### src/rtl/fpu_pkg.sv
// Shared FP32 constants for the FPU slice: flag bit positions, canonical qNaN
// and the adder pipeline depth.
package fpu_pkg;

    localparam int FLG_INV = 4;
    localparam int FLG_DZ  = 3;
    localparam int FLG_OVF = 2;
    localparam int FLG_UNF = 1;
    localparam int FLG_INX = 0;

    localparam logic [31:0] FP32_QNAN = 32'h7FC00000;

    localparam int FPU_ADD_LAT = 3;

endpackage

### src/rtl/rr_arbiter.sv
// Rotating-priority arbiter: picks the first eligible index at or after rr_ptr,
// then moves rr_ptr just past the winner.
module rr_arbiter #(
    parameter int N_REQ = 4,
    parameter int IDW   = $clog2(N_REQ)
) (
    input  logic             clk,
    input  logic             rst,
    input  logic [N_REQ-1:0] eligible,
    output logic [N_REQ-1:0] grant,
    output logic [IDW-1:0]   grant_idx,
    output logic             grant_any
);

    logic [IDW-1:0] rr_ptr;

    always_comb begin
        int idx;
        logic [IDW-1:0] pos;
        grant     = '0;
        grant_idx = '0;
        grant_any = 1'b0;
        idx       = 0;
        pos       = '0;
        for (int k = 0; k < N_REQ; k++) begin
            idx = (int'(rr_ptr) + k) % N_REQ;
            pos = IDW'(idx);
            if (!grant_any && eligible[pos]) begin
                grant[pos] = 1'b1;
                grant_idx  = pos;
                grant_any  = 1'b1;
            end
        end
    end

    always_ff @(posedge clk) begin
        if (rst) begin
            rr_ptr <= '0;
        end else if (grant_any) begin
            rr_ptr <= (grant_idx == IDW'(N_REQ - 1)) ? '0 : grant_idx + 1'b1;
        end
    end

endmodule

### src/rtl/fpu_add_arbiter.sv
// Shares one pipelined FP32 adder among N_REQ requesters; a tag pipeline matched
// to the adder latency steers each result back to its requester's response slot.
module fpu_add_arbiter
    import fpu_pkg::*;
#(
    parameter int N_REQ = 4,
    parameter int LAT   = FPU_ADD_LAT,
    parameter int IDW   = $clog2(N_REQ)
) (
    input  logic                 clk,
    input  logic                 rst,
    input  logic [N_REQ-1:0]     req_valid,
    output logic [N_REQ-1:0]     req_ready,
    input  logic [N_REQ*32-1:0]  req_a,
    input  logic [N_REQ*32-1:0]  req_b,
    output logic [N_REQ-1:0]     rsp_valid,
    input  logic [N_REQ-1:0]     rsp_ready,
    output logic [N_REQ*32-1:0]  rsp_result,
    output logic [N_REQ*5-1:0]   rsp_flags,
    output logic                 fpu_start,
    output logic [31:0]          fpu_a,
    output logic [31:0]          fpu_b,
    input  logic                 fpu_valid,
    input  logic [31:0]          fpu_result,
    input  logic [4:0]           fpu_flags,
    output logic                 tag_err
);

    // Handshakes: a request transfers in a cycle where req_valid[i] & req_ready[i];
    // req_ready is combinational and may depend on req_valid. A response transfers
    // where rsp_valid[i] & rsp_ready[i]; rsp_valid never depends on rsp_ready.

    logic [N_REQ-1:0] busy;
    logic [N_REQ-1:0] eligible;
    logic [N_REQ-1:0] grant;
    logic [IDW-1:0]   grant_idx;
    logic             grant_any;

    logic             tag_v  [LAT];
    logic [IDW-1:0]   tag_id [LAT];

    logic             last_v;
    logic [IDW-1:0]   last_id;
    logic             slot_write;
    logic             tag_lost;

    assign eligible = rst ? '0 : (req_valid & ~busy);

    rr_arbiter #(
        .N_REQ (N_REQ),
        .IDW   (IDW)
    ) u_rr (
        .clk       (clk),
        .rst       (rst),
        .eligible  (eligible),
        .grant     (grant),
        .grant_idx (grant_idx),
        .grant_any (grant_any)
    );

    assign req_ready = grant;
    assign fpu_start = grant_any;
    assign fpu_a     = grant_any ? req_a[32*int'(grant_idx) +: 32] : '0;
    assign fpu_b     = grant_any ? req_b[32*int'(grant_idx) +: 32] : '0;

    assign last_v     = tag_v[LAT-1];
    assign last_id    = tag_id[LAT-1];
    assign slot_write = fpu_valid & last_v;
    // A tag with no result must still free its requester, or it would never be re-granted.
    assign tag_lost   = last_v & ~fpu_valid;

    always_ff @(posedge clk) begin
        if (rst) begin
            busy       <= '0;
            rsp_valid  <= '0;
            rsp_result <= '0;
            rsp_flags  <= '0;
            tag_err    <= 1'b0;
            for (int s = 0; s < LAT; s++) begin
                tag_v[s]  <= 1'b0;
                tag_id[s] <= '0;
            end
        end else begin
            tag_v[0]  <= grant_any;
            tag_id[0] <= grant_idx;
            for (int s = 1; s < LAT; s++) begin
                tag_v[s]  <= tag_v[s-1];
                tag_id[s] <= tag_id[s-1];
            end

            if (fpu_valid != last_v) begin
                tag_err <= 1'b1;
            end

            for (int i = 0; i < N_REQ; i++) begin
                if (rsp_valid[i] && rsp_ready[i]) begin
                    busy[i]      <= 1'b0;
                    rsp_valid[i] <= 1'b0;
                end
                if (tag_lost && last_id == IDW'(i)) begin
                    busy[i] <= 1'b0;
                end
                if (grant[i]) begin
                    busy[i] <= 1'b1;
                end
                if (slot_write && last_id == IDW'(i)) begin
                    rsp_valid[i]           <= 1'b1;
                    rsp_result[32*i +: 32] <= fpu_result;
                    rsp_flags[5*i +: 5]    <= fpu_flags;
                end
            end
        end
    end

endmodule

### config.mk
export PLATFORM = sky130hd
export DESIGN_NAME = fpu_add_arbiter
export DESIGN_NICKNAME = d
export VERILOG_FILES = /design/src/rtl/fpu_pkg.sv /design/src/rtl/rr_arbiter.sv /design/src/rtl/fpu_add_arbiter.sv
export SDC_FILE = /design/constraint.sdc
export NUM_CORES = 1
export LEC_CHECK = 0
export ABC_AREA = 1
export CAP_MARGIN = 15
export CORE_AREA = 2 2 202 204
export DETAILED_ROUTE_END_ITERATION = 16
export DIE_AREA = 0 0 204 206
export GPL_ROUTABILITY_DRIVEN = 0
export MAX_ROUTING_LAYER = met4
export PLACE_DENSITY = 0.64
export SYNTH_ARGS = -nofsm -noshare
export SYNTH_HDL_FRONTEND = slang
export SYNTH_SLANG_ARGS = --single-unit
export TNS_END_PERCENT = 10
### constraint.sdc
create_clock -name clk -period 2.5 [get_ports clk]
set_clock_uncertainty 0.15 [all_clocks]
set_input_delay 0.375 -clock clk [delete_from_list [all_inputs] [get_ports clk]]
set_output_delay 0.375 -clock clk [all_outputs]
set_load 0.01 [all_outputs]
==> reports/metrics.cfg <==
[outcome]
outcome=complete, but fails checks
violations=setup timing

[routing]
vias_per_cell=4.81
dr.pass1.iters=5
ant_nets=0
drt_iter0_markers=640
drc=0
wl_met1_mm=19.2
wl_mm=49.7
routed.top_layer=met4
route.met2.wl_mm=23.5
post_drt_wl_per_cell_um=19.3
num_vias=12300
route.met3.wl_mm=4.53

[worst_setup_path]
cp.arrival_ps=2700
reg2reg_from=u_rr.rr_ptr[0]
crit_chain=inv_2, ha_4, buf_4, nand3_2, nand2_2, a21oi_4, nand2_4, nand3_4, buf_12, buf_12, buf_16, nand2_1, nand2_1, nand2_1, a21oi_2, buf_2
crit_type=reg -> out
endpoint=fpu_a[7]
start_kind=flop
endpoint_kind=primary output
cp_slowest_cell=dfxtp_2
startpoint=u_rr.rr_ptr[1]
cp.required_ps=1980
critPathMaxFanout=6
ff2ff_path_depth=17
regToRegEndpoint=u_rr.rr_ptr[1]
crit_path_frequent_cell=nand2_1
reg2reg_setup_slack_ps=-40
slowest_delay_ps=340

[global_routing]
grt_max_degree=113
grt_overflow=0
grt_usage_pct=23.4
grt_pass1_wl_mm=72.2
first_global_vias=12000
antenna_found_initial=11

[pwr]
peakVddDrop_v=0.00166
clock_power_share_pct=8.6
cellLeakagePower_nw=7.29
cell_internal_pwr_mw=16.9
power_mw=32.9
p_seq_share_pct=9.0
p_sw_mw=16.0
p_per_area_mw_per_mm2=1860
swShare_pct=48.6
p_comb_share_pct=82.4

[final_layout]
design_area_mm2=0.0177
area_growth_pct=83.3
layout-drive-gt1-share_pct=20.7
fin_util_pct=44.1
nets=2328

[synthesis]
syn-num-nets=1791
yosysWarnings=0
synth_top_cells_by_area=dfxtp_1 35%, nand2_1 16%, nand4_1 8.4%, o21ai_0 7.7%, a21oi_1 7.1%
yosysTopAreaCell=dfxtp_1
synth_cells=1477
ys_types=29
ys_seq_elements=168
syn_area_mm2=0.00966
yosysSeqAreaShare_pct=34.8
syn_avg_cell_area_um2=6.54
netlist.area_leader.share_pct=34.8

[timing]
slew_headroom_pct=39.9
hold_viol_final=0
layout_setup_ws_ps=-722
setup_viol=70
slew_violations=0
rsz0062_at_grt=yes
worstMarginPinSlew_ps=902
fmax_mhz=310
final.min_clock_period_ps=3220
timing.final.crit_share_pct=129

[worst_hold_path]
hold_start=rst
hold_path.class=in -> reg

[clock_network]
cts-root-buf=clkbuf_16
ctsHoldBuffers=0
clk_pin_slew_ps=70
h-tree-depth=4
clkLatencyLatePin_ps=430
cts_buffers=17
cts_num_sinks=168
tritoncts=done
clk_path_buf_depth=2

[floorplan]
num_rows=74
die_w_um=204
dieArea_mm2=0.0420
coreArea_mm2=0.0402
io-pin-count=526
start_util_pct=24.0
die_y_um=206

[place]
placed_area_mm2=0.0159
place.port_buffers=525
post-dp-hpwl_mm=35.6

[job]
max_cap_viol_count=0

-- synthesized netlist by cell type --
cell type and count:
nand2_1 410, buf_4 17, a211oi_1 1, o21ai_1 1
a21boi_2 1, a21oi_1 138, inv_2 5, nor2_8 1
nand2_2 25, nand3_1 25, a31oi_1 1, o21ai_0 148
and3_1 1, nor2_1 82, a22oi_1 4, ha_1 10
dfxtp_1 168, nor2_2 2, a21oi_2 46, buf_2 50
clkbuf_1 53, inv_4 1, buf_1 1, nor2_4 2
nand3_2 5, nand4_1 130, nand2_4 1, inv_1 141
buf_6 7
-- worst min-delay path by stage --
stage                   end  slack, ps  cells past startpoint
6_report            tag_err        150                      3
2_1_floorplan  tag_id[0][2]        240                      2
5_1_grt        rsp_valid[3]        140                      3
3_5_place_dp    tag_v[0][2]        250                      2
3_3_place_gp   tag_id[0][2]        250                      2
4_1_cts         tag_v[0][2]        260                      2
-- power by group through the flow --
stage	sequential (mW)	clock [mW]	combinational, mW
finish	2.97	2.83	27.1
global route	2.99	3.00	28.7
CTS	2.98	2.90	25.5
global placement	3.02	0	20.9
floorplan	3.07	0	11.5
detailed placement	3.03	0	20.9
-- critical path: cells and delay by family, from the launching register on --
family	cells	cell delay, ps
DFF	1	340
and+or+nand+nor	7	570
adders and majority gates	1	260
buffers and inverters	6	770
AOI/OAI and AO/OA	2	320
-- logic make-up after synthesis --
logic type                 after synthesis  share of synthesized area [%]
adders and majority gates               10                           1.30
and+or+nand+nor                        684                           31.7
buffers and inverters                  275                           12.6
DFF                                    168                           34.8
AOI/OAI and AO/OA                      340                           19.6
-- layer usage --
metal  vias to the layer above  track usage [%]
li1                       5931                -
met1                      5663             25.8
met2                       630             39.4
met3                       125             5.94
met4                         0             11.4
met5                         -                -
-- final cells by class --
class	instances	area (um^2)
Antenna cell	11	27.5
Clock buffer	19	443
Clock inverter	12	190
Fill cell	3985	22500
Inverter	147	566
Multi-Input combinational cell	1034	5560
Sequential cell	168	3370
Tap cell	532	666
Timing Repair Buffer	646	6880
-- metrics by stage --
stage          hold slack (ps)  setup WS (ps)  TNS (ps)  std cells
6_report                   146           -722    -44610       2569
4_1_cts                    258           -725    -45590       2552
3_3_place_gp               245          -1490   -109480       2478
2_1_floorplan              238          -98.8     -3990       1477
5_1_grt                    141           -833    -53650       2569
3_5_place_dp               247          -1480   -116920       2478
-- registers in the layout, indices dropped and copies added (netlist names) --
signal,cells
tag_v,3
rsp_result,128
tag_id,6
rsp_valid,4
rsp_flags,20
busy,4
tag_err,1
u_rr.rr_ptr,2
-- what timing repair did --
item                       4_1_cts  5_1_grt
resized for setup              409       66
pin swaps                       22       24
setup endpoints to repair       69       71
cloned                          20        5
setup buffers                   24        4
-- cells in the final DEF (no fill, tap or decap), drive strengths merged --
| cell type | n |
|---|---|
| a21boi | 1 |
| and3 | 1 |
| inv | 149 |
| diode | 11 |
| a21oi | 184 |
| bufinv | 4 |
| clkdlybuf4s50 | 454 |
| clkdlybuf4s15 | 1 |
| clkbuf | 25 |
| dfxtp | 168 |
| dlygate4sd2 | 4 |
| a22oi | 4 |
| buf | 180 |
| nand4 | 130 |
| nand3 | 30 |
| o21ai | 149 |
| ha | 10 |
| nand2 | 436 |
| a211oi | 1 |
| nor2 | 87 |
| a31oi | 1 |
| clkinvlp | 1 |
| bufbuf | 1 |
| clkinv | 5 |
Note: power is estimated with default switching activity, not from simulation.
